==> src/rtl/pcs_rx_descrambler.sv <==
// pcs_rx_descrambler: 64-bit self-synchronous x^58+x^39+1 descrambler with
// a sync-header high-BER monitor. One cycle of latency, data/header/valid
// registered together.
// Optional build macro DESCRAMBLER_BYPASS_EN adds a bypass input that
// forwards data_in unchanged. The descrambler state keeps loading while
// bypass is set, so leaving bypass needs no resync.
module pcs_rx_descrambler #(
  parameter int DATA_WIDTH    = 64,
  parameter int WINDOW_CYCLES = 19531,
  parameter int BER_THRESH    = 16
) (
  input  logic                  clk,
  input  logic                  rst,
`ifdef DESCRAMBLER_BYPASS_EN
  input  logic                  bypass,
`endif
  input  logic [DATA_WIDTH-1:0] data_in,
  input  logic [1:0]            sync_in,
  input  logic                  data_in_valid,
  output logic [DATA_WIDTH-1:0] data_out,
  output logic [1:0]            sync_out,
  output logic                  data_out_valid,
  output logic                  descr_synced,
  output logic                  hi_ber,
  output logic [7:0]            err_cnt
);

  localparam int SW  = 58;
  localparam int WCW = (WINDOW_CYCLES > 1) ? $clog2(WINDOW_CYCLES) : 1;
  localparam int ECW = $clog2(BER_THRESH + 1);

  logic [SW-1:0]         s_q;
  logic [DATA_WIDTH-1:0] tap39, tap58, descr, dout_d, dout_q;
  logic [1:0]            sync_q;
  logic                  vld_q, synced_q, hi_ber_q, hi_ber_d;
  logic [7:0]            err_cnt_q, err_cnt_d;
  logic [WCW-1:0]        win_cnt_q, win_cnt_d;
  logic [ECW-1:0]        win_err_q, win_err_inc, win_err_d;
  logic                  hdr_err, win_end;

  // Taps 39 and 58 bits back; low bits reach into the previous block's state.
  for (genvar i = 0; i < DATA_WIDTH; i++) begin : g_tap
    if (i < 39) begin : g_t39s
      assign tap39[i] = s_q[i+19];
    end else begin : g_t39d
      assign tap39[i] = data_in[i-39];
    end
    if (i < SW) begin : g_t58s
      assign tap58[i] = s_q[i];
    end else begin : g_t58d
      assign tap58[i] = data_in[i-SW];
    end
  end

  assign descr = data_in ^ tap39 ^ tap58;

`ifdef DESCRAMBLER_BYPASS_EN
  assign dout_d = bypass ? data_in : descr;
`else
  assign dout_d = descr;
`endif

  // Header check and BER window next-state.
  always_comb begin
    hdr_err     = data_in_valid && (sync_in[1] == sync_in[0]);
    win_end     = (win_cnt_q == WCW'(WINDOW_CYCLES - 1));
    err_cnt_d   = (hdr_err && err_cnt_q != 8'hFF) ? err_cnt_q + 8'd1 : err_cnt_q;
    win_err_inc = (hdr_err && win_err_q < ECW'(BER_THRESH)) ? win_err_q + 1'b1 : win_err_q;
    hi_ber_d    = hi_ber_q;
    win_err_d   = win_err_inc;
    win_cnt_d   = win_cnt_q + 1'b1;
    if (win_end) begin
      // Closing window decides hi_ber, including an error on its last cycle.
      hi_ber_d  = (win_err_inc >= ECW'(BER_THRESH));
      win_err_d = '0;
      win_cnt_d = '0;
    end else if (win_err_inc >= ECW'(BER_THRESH)) begin
      hi_ber_d  = 1'b1;
    end
  end

  // Datapath and descrambler state; state and outputs load only on valid blocks.
  always_ff @(posedge clk or posedge rst) begin
    if (rst) begin
      s_q      <= '0;
      dout_q   <= '0;
      sync_q   <= '0;
      vld_q    <= 1'b0;
      synced_q <= 1'b0;
    end else begin
      vld_q <= data_in_valid;
      if (data_in_valid) begin
        s_q      <= data_in[DATA_WIDTH-1 -: SW];
        dout_q   <= dout_d;
        sync_q   <= sync_in;
        synced_q <= 1'b1;
      end
    end
  end

  // BER monitor state.
  always_ff @(posedge clk or posedge rst) begin
    if (rst) begin
      err_cnt_q <= '0;
      win_cnt_q <= '0;
      win_err_q <= '0;
      hi_ber_q  <= 1'b0;
    end else begin
      err_cnt_q <= err_cnt_d;
      win_cnt_q <= win_cnt_d;
      win_err_q <= win_err_d;
      hi_ber_q  <= hi_ber_d;
    end
  end

  assign data_out       = dout_q;
  assign sync_out       = sync_q;
  assign data_out_valid = vld_q;
  assign descr_synced   = synced_q;
  assign hi_ber         = hi_ber_q;
  assign err_cnt        = err_cnt_q;

endmodule

==> config.mk <==
export PLATFORM = sky130hd
export DESIGN_NAME = pcs_rx_descrambler
export DESIGN_NICKNAME = d
export VERILOG_FILES = /design/src/rtl/pcs_rx_descrambler.sv
export SDC_FILE = /design/constraint.sdc
export NUM_CORES = 1
export LEC_CHECK = 0
export CORE_UTILIZATION = 30
export DETAILED_ROUTE_END_ITERATION = 8
export SLEW_MARGIN = 20
export SYNTH_ARGS = -nofsm -noshare
export SYNTH_HDL_FRONTEND = slang
export SYNTH_SLANG_ARGS = --single-unit
==> constraint.sdc <==
create_clock -name clk -period 6.88 [get_ports clk]
set_input_delay 0.688 -clock clk [delete_from_list [all_inputs] [get_ports clk]]
set_output_delay 0.688 -clock clk [all_outputs]
set_load 0.02 [all_outputs]
# Word level (Yosys, flattened, before mapping)
# Cells that the tools add are included.
[word_totals]
register_bits = 155
in_bits = 69
out_inout_bits = 77
wordCells = 28
[classes]
add_sub_neg = 3
order_cmp = 2
eq_ne = 3
n_mux = 5
n_bitwise = 2
n_reduce_logical = 4
[op_table]
columns = ["cell", "count"]
rows = [
  ["$xor 64x64->64", 2],
  ["$add 15x1->15 const B", 1],
  ["$eq 15x15->1 const B", 1],
  ["$mux 15", 1],
  ["$mux 5", 2],
  ["$add 8x1->8 const B", 1],
  ["$ne 8x8->1 const B", 1],
  ["$add 5x1->5 const B", 1],
  ["$ge 5x5->1 const B", 1],
  ["$lt 5x5->1 const B", 1],
  ["$logic_and 1x1->1", 3],
  ["$mux 1", 2],
  ["$reduce_bool 2->1", 1],
  ["$eq 1x1->1", 1],
]

# Depth between registers and ports, before layout
# Gate-level depths: netlist (run 1).
[depth]
depth_word = 7
mapped_depth = 6
ltp_nobuf = 6

# Least setup slack after synthesis (run 1)
# No wires, ideal clock.
[synth_path]
path_type = "input -> register"
start = "in data_in_valid"
end = "reg s_q[10]"
t_arrival_ns = 1.634
slack_ns = 5.121
cell_stages = 3
n_path_buf = 2
path_cell_list = "clkbuf_1 -> clkbuf_1 -> mux2_2"
[synth_rtl]
columns = ["element", "line", "rtl"]
rows = [
  ["start: declaration", "19", "input logic data_in_valid,"],
  ["end signal: assignment", "93", "s_q <= data_in[DATA_WIDTH-1 -: SW];"],
  ["end: declaration", "32", "logic [SW-1:0] s_q;"],
]
# No word-level cell between the ends.

# Worst setup path after layout (run 1)
[layout_path]
start = "reg err_cnt_q[0], in the netlist err_cnt[0]"
end = "out err_cnt[0]"
[layout_rtl]
columns = ["element", "line", "rtl"]
rows = [
  ["start: declaration", "36", "logic [7:0] err_cnt_q, err_cnt_d;"],
  ["start signal: assignment", "109", "err_cnt_q <= err_cnt_d;"],
  ["end: declaration", "25", "output logic [7:0] err_cnt"],
]
# No word-level cell between the ends.

==> summary.txt, run 1 <==
Outcome
  – Status: finished, final reports clean

Synthesis
  – Flops & latches, synth: 155
  – Most numerous cell in the Yosys netlist: dfrtp_1
  – Synth warn: 0
  – Commonest cells post-synth: dfrtp_1 (155), xnor2_1 (140), mux2_2 (126)
  – Prevailing post-synth register cell: dfrtp_1
  – Sequential area share after synthesis: 54.5%
  – Post-synthesis instance total: 522
  – Largest cells by area after synthesis: dfrtp_1 (54%), mux2_2 (20%), xnor2_1 (17%), xor2_1 (1.1%), nor2_1 (1.0%)
  – Post-Syn Nets: 595
  – Post-synth EDFFs: 0
  – Yosys top cell by area: dfrtp_1
  – Average cell area after synthesis: 13.6 sq um
  – Post-Syn Area: 0.00712 sq mm
  – Ys async rst share: 100%
  – Synth cell types: 29
  – Post-synth top area share: 54.5%

Critical path
  – Worst setup EP type: output pin
  – Setup CP Type: flop to output pin
  – CP Cell Sequence: clkdlybuf4s50_1
  – Slowest cell on crit path: clkdlybuf4s50_1
  – WP data required: 6.19 ns
  – Critical path launch point type: flop
  – CP delay by family, top: buffers and inverters
  – Max FO, Critical Path: 6
  – CP peak stage delay: 0.64 ns
  – Crit path buffers/inverters: 1
  – Critical Path AT: 1.51 ns

Route
  – Antenna-violating nets left: 0
  – Detailed Routing Iterations Pass 1: 4
  – Detailed Route WL: 15.4 mm
  – Vias: 4,388
  – Vias per cell: 4.41
  – DRC errors left: 0
  – 1st-iter DRT viols: 153
  – Routed wire length per instance: 15.5 um

CTS
  – CTS root buffer: clkbuf_16
  – H-tree levels: 4
  – Clock Latency Late Sink: 0.42 ns
  – Setup bufs post-CTS: 0
  – Hold buffers post-CTS: 0
  – Resized Gates After CTS: 0
  – Bufs on Longest Clock Path: 2
  – Total CTS buffers: 17
  – Clock Pin Slew Worst Setup and Hold Paths: 0.06 ns
  – CTS tree: done
  – CTS sink cnt: 155

Global route
  – Vias in the first global route: 4,795
  – First-pass GRT wire length: 25.5 mm
  – Initial antenna violation count: 0
  – GRT Overall Usage: 13.4%
  – GRT overflow: 0
  – Pin count of the biggest net entering global routing: 81

Timing
  – Fin Clk Skew: 0.00588 ns
  – Slew headroom: 49.8%
  – Worst Max-Slew Pin Slew: 0.753 ns
  – Final setup vio count: 0
  – Hold_ws: 0.468 ns
  – Final hold viol count: 0
  – RSZ-0062 raised after global routing: no
  – Max Slew Vio Count: 0
  – Setup TNS: 0 ns
  – Fin crit share: 31.9%
  – Tmin final: 2.20 ns
  – Fmax: 0.455 GHz

Floorplan
  – Ports: 146
  – DIE AREA: 0.0243 sq mm
  – Die width: 156 um
  – Row count: 55
  – Core Area: 0.0230 sq mm
  – Initial Utilization: 31.0%
  – Die height: 156 um

Placement
  – Port buffer count: 145
  – RePlAce Congestion: 0.761
  – Dpl hpwl: 11.0 mm

Pwr
  – Power Density: 319 mW/mm^2
  – LEAKAGE: 0.00374 uW
  – Worst VDD drop: 0.136 mV

Worst hold path
  – Worst hold path type: flop to flop

Finish
  – Area Growth Syn to Fin: 33.8%
  – Final #Nets: 745
  – Diode count: 0
  – Layout cells sized above 1: 23.7%

Job
  – Max Cap Violations: 0
-- path summary, 6_finish.rpt --
| kind | cells past startpoint | start | to | slack (ns) |
|---|---|---|---|---|
| worst min register to register | 1 | descr_synced$_DFFE_PP0P_ | descr_synced$_DFFE_PP0P_ | 0.47 |
| worst max register to register | 4 | win_cnt_q[2]$_DFF_PP0_ | win_cnt_q[11]$_DFF_PP0_ | 4.82 |
| max in group asynchronous | 3 | rst | data_out[19]$_DFFE_PP0P_ | 4.95 |
| worst min-delay path | 1 | descr_synced$_DFFE_PP0P_ | descr_synced$_DFFE_PP0P_ | 0.47 |
| worst max-delay path | 1 | err_cnt[0]$_DFFE_PP0P_ | err_cnt[0] | 4.68 |
| min in group asynchronous | 2 | rst | s_q[1]$_DFFE_PP0P_ | 0.76 |
-- power by group --
group | leakage, uW | total, uW | internal, uW | switching [uW]
clock | 0.000303 | 987 | 614 | 373
sequential | 0.00183 | 1220 | 1080 | 135
combinational | 0.00160 | 836 | 468 | 368
total | 0.00374 | 3040 | 2160 | 876
-- flip-flops by register name, summed over array words and instances (netlist names) --
| register | cells |
|---|---|
| data_out_valid | 1 |
| data_out | 64 |
| s_q | 58 |
| err_cnt | 8 |
| win_cnt_q | 15 |
| win_err_q | 5 |
| sync_out | 2 |
| descr_synced | 1 |
| hi_ber | 1 |
-- metrics by stage --
step / std cells / setup WS [ns] / power (uW) / area (sq um) / util (%)
after CTS: 996 / 4.47 / 3090 / 9520 / 41.4
final: 996 / 4.68 / 3040 / 9520 / 41.4
after global placement: 966 / 4.12 / 2060 / 8900 / 38.7
after global routing: 996 / 4.62 / 3200 / 9520 / 41.4
after floorplan: 522 / 2.01 / 1690 / 7120 / -
after detailed placement: 966 / 4.04 / 2080 / 8900 / 38.7
-- routing by layer --
metal / track usage (%) / vias to the layer above / wire (um)
met1: 17.6 / 2206 / 7130
met5: 0 / - / 0
li1: - / 2067 / -
met4: 4.06 / 0 / 131
met3: 3.47 / 13 / 813
met2: 21.5 / 102 / 7330
-- final cells by class --
cell class / count / area (sq um)
inverter: 5 / 23.8
timing repair buffer: 147 / 1470
tap: 313 / 392
fill: 2202 / 13500
clock inverter: 11 / 170
sequential: 155 / 3880
clock buffer: 19 / 443
multi-input combinational: 346 / 3140
-- layout by cell type, fill, tap and decap left out, types with 2 or more instances in the layout --
| master | instances |
|---|---|
| nand3_1 | 12 |
| xnor2_1 | 140 |
| nor3_1 | 6 |
| buf_6 | 2 |
| nor2_1 | 19 |
| clkinv_2 | 3 |
| nand2_1 | 6 |
| nand4_1 | 4 |
| o21ai_0 | 2 |
| clkdlybuf4s50_1 | 144 |
| mux2i_1 | 2 |
| nor4_1 | 2 |
| inv_6 | 2 |
| xor2_1 | 9 |
| bufinv_16 | 4 |
| nand4b_1 | 2 |
| a21oi_1 | 2 |
| ha_1 | 4 |
| dfrtp_1 | 155 |
| clkbuf_16 | 17 |
| mux2_2 | 126 |
| inv_1 | 4 |
| clkinv_4 | 3 |
-- logic make-up after synthesis --
kind of cell,Yosys count,synth area share [%]
adder cells (fa/ha/maj),4,0.703
XOR/XNOR,149,18.3
multiplexers,128,20.2
flip-flops,155,54.5
buffers and inverters,21,1.35
AO/OA/AOI/OAI,7,0.598
AND/OR/NAND/NOR,58,4.31
(Power assumes the default switching activity.)
==> run 2: changes to the inputs <==
==> constraint.sdc (replaced) <==
create_clock -name clk -period 1.9 [get_ports clk]
set_input_delay 0.19 -clock clk [delete_from_list [all_inputs] [get_ports clk]]
set_output_delay 0.19 -clock clk [all_outputs]
set_load 0.02 [all_outputs]
==> run 2 against run 1 <==
Critical path depth increased by 3. Design area rose by 1.0%. Largest power group unchanged. Utilization up 0.43 points.
==> summary.txt, run 2 (same netlist as run 1, synthesis figures left out) <==
Worst hold path
  – Worst hold path type: input port to async pin

Finish
  – Diode count: 0 (unchanged)
  – Most frequent cells in the layout: dfrtp_1 (155), clkdlybuf4s50_1 (144), xnor2_1 (140), mux2_2 (126), nor2_1 (19)
  – Layout cells sized above 1: 24.9% (+1.2 points)
  – Layout Utilization: 41.9% (+0.43 points)
  – Commonest non-fill, non-tap cell in the layout: dfrtp_1
  – Area Growth Syn to Fin: 35.2%
  – Flip-flop count of the largest register after layout: 64 (unchanged)
  – Fillers: 2,179 (-1.0%)
  – Final Instance Area: 0.00962 sq mm (+1.0%)
  – Final #Nets: 755 (+1.3%)
  – Post-route insts no fill: 1,008 (+1.2%)

CTS
  – CTS root buffer: clkbuf_16
  – Bufs on Longest Clock Path: 2 (unchanged)
  – H-tree levels: 4 (unchanged)
  – Clock Pin Slew Worst Setup and Hold Paths: 0.06 ns (about the same)
  – CTS sink cnt: 155 (unchanged)
  – Clock Latency Late Sink: 0.42 ns (about the same)
  – CTS tree: done
  – Resized Gates After CTS: 0 (unchanged)
  – Setup bufs post-CTS: 0 (unchanged)
  – Total CTS buffers: 17 (unchanged)

Floorplan
  – Die height: 156 um (unchanged)
  – Ports: 146 (unchanged)
  – Row count: 55 (unchanged)
  – Die width: 156 um (unchanged)
  – Initial Utilization: 31.0% (unchanged)
  – Core Area: 0.0230 sq mm (unchanged)
  – DIE AREA: 0.0243 sq mm (unchanged)

Pwr
  – LEAKAGE: 0.00378 uW (+1.1%)
  – Power Total: 10,800 uW (+260%)
  – Net Sw Frac: 29.8% (+0.97 points)
  – NetSw: 3220 uW (+270%)
  – Clock share of power: 31.1% (-1.4 points)
  – Logic pwr share: 28.3% (+0.8 points)
  – Power Density: 1120 mW/mm^2 (+250%)
  – Sequential share of power: 40.6% (+0.6 points)
  – Internal power consumption: 7590 uW (+250%)
  – Worst VDD drop: 0.494 mV (+260%)

Timing
  – Fin crit share: 94.8%
  – RSZ-0062 raised after global routing: no
  – Fmax: 0.555 GHz
  – Worst Max-Slew Pin Slew: 0.425 ns (-0.328 ns)
  – Slew headroom: 71.5% (+22 points)
  – Final hold viol count: 0 (unchanged)
  – Fin Clk Skew: 0.00873 ns (+0.00285 ns)
  – Final setup vio count: 0 (unchanged)
  – Setup TNS: 0 ns (unchanged)
  – Tmin final: 1.80 ns
  – Max Slew Vio Count: 0 (unchanged)

Route
  – Antenna-violating nets left: 0 (unchanged)
  – Detailed Routing Iterations Pass 1: 4 (unchanged)
  – Vias per cell: 4.45 (+0.90%)
  – Detailed Route WL: 15.6 mm (+0.95%)
  – Routed wire length per instance: 15.4 um (-0.25%)
  – Vias: 4,481 (+2.1%)
  – DRC errors left: 0 (unchanged)
  – 1st-iter DRT viols: 204 (+33%)

Global route
  – GRT Overall Usage: 13.7% (+0.31 points)
  – Initial antenna violation count: 0 (unchanged)
  – Gr busiest metal: met2
  – Met3 global-route usage: 3.06% (-0.42 points)
  – First-pass GRT wire length: 25.8 mm (+1.5%)
  – Pin count of the biggest net entering global routing: 66 (-19%)
  – GRT overflow: 0 (unchanged)
  – Vias in the first global route: 4,815 (+0.42%)
  – GRT met1 Usage: 18.0% (+0.36 points)
  – GR Layer Usage met2: 22.2% (+0.62 points)

Critical path
  – CP delay by family, top: simple AND/OR/NAND/NOR gates
  – CP Cell Sequence: or4b_1 > nor4_4 > buf_4 > o21ai_0
  – R2r endpoint: hi_ber$_DFFE_PP0P_
  – Critical path launch point type: flop
  – Origin of the worst setup path: win_cnt_q[12]$_DFF_PP0_
  – Critical Path AT: 2.09 ns (+0.58 ns)
  – Reg2reg path depth: 4 (unchanged)
  – Crit path buffers/inverters: 1 (unchanged)
  – Reg2Reg Setup Slack: 0.1 ns (-4.72 ns)
  – Max FO, Critical Path: 6 (unchanged)
  – Worst setup EP type: flop
  – CP peak stage delay: 0.58 ns (-0.06 ns)
  – Critical R2R Launch: win_cnt_q[12]$_DFF_PP0_
  – Slowest cell on crit path: or4b_1
  – Setup CP Type: flop to flop
  – WP data required: 2.19 ns (-4.00 ns)

Placement
  – Post-Place Cells: 975 (+0.93%)
  – Port buffer count: 145 (unchanged)
  – Placement Cell Area: 0.00902 sq mm (+1.3%)
  – Dpl hpwl: 11.4 mm (+3.3%)
  – RePlAce Congestion: 0.768 (+0.93%)

Outcome
  – Status: finished, final reports clean

Job
  – Max Cap Violations: 0 (unchanged)
## run 2: changes by cell type in the layout (fill, tap and decap cells not counted), sizes merged
cell         previous run  this run
clkinvlp                0         4
bufinv                  4         1
dlygate4sd3             0         1
clkinv                  6         3
buf                     3        12
inv                     6         7
clkbuf                 19        22
## run 2: metal layers
layer / wire [um] / share of wire (%)
met1: 7340 / 47
met2: 7400 / 48
met3: 599 / 3.9
met4: 221 / 1.4
met5: 0 / 0
## run 2: final cells by class
type,instances,area (sq um),share of cell area [%]
multi-input combinational,346,3140,32.7
clock inverter,10,105,1.09
sequential,155,3880,40.3
inverter,5,22.5,0.234
tap,313,392,4.07
clock buffer,22,484,5.03
timing repair buffer,157,1600,16.6
## run 2: power by group through the flow
stage	clock [uW]	combinational, uW	sequential (uW)
global placement	0	3050	4420
finish	3360	3060	4390
detailed placement	0	3100	4460
global route	3640	3290	4490
floorplan	0	1210	4900
CTS	3480	3110	4400
## run 2: worst max path at each step
| stage | end | slack (ns) | cells past startpoint |
|---|---|---|---|
| floorplan | data_out[0]$_DFFE_PP0P_ | -0.25 | 1 |
| global placement | err_cnt[6]$_DFFE_PP0P_ | 0.15 | 5 |
| global route | hi_ber$_DFFE_PP0P_ | 0.007 | 4 |
| detailed placement | err_cnt[7]$_DFFE_PP0P_ | 0.11 | 5 |
| CTS | hi_ber$_DFFE_PP0P_ | 0.10 | 4 |
| finish | hi_ber$_DFFE_PP0P_ | 0.1 | 4 |
## run 2: worst min-delay path, stage by stage
cell and delay [ns]:
clkdlybuf4s50_1 0.45, clkinvlp_4 0.15, buf_12 0.24
## run 2: per-stage QoR
stage	hold WS, ns	setup slack [ns]
floorplan	0.221	-0.249
global placement	0.422	0.149
CTS	0.253	0.102
global route	0.274	0.00704
finish	0.244	0.0995
detailed placement	0.424	0.107
## run 2: repair_timing
action / CTS / global route
hold buffers: 1 / 0
setup endpoints to repair: 0 / 0
hold endpoints to repair: 1 / 0
==> run 3: changes to the inputs <==
--- a/config.mk
+++ b/config.mk
@@ -7,6 +7,7 @@
 export LEC_CHECK = 0
 export CORE_UTILIZATION = 30
 export DETAILED_ROUTE_END_ITERATION = 8
+export HOLD_SLACK_MARGIN = 0.08
 export SLEW_MARGIN = 20
 export SYNTH_ARGS = -nofsm -noshare
 export SYNTH_HDL_FRONTEND = slang
==> results of run 3 <==
The final DEF is identical to that of run 2; final timing and power are the same.
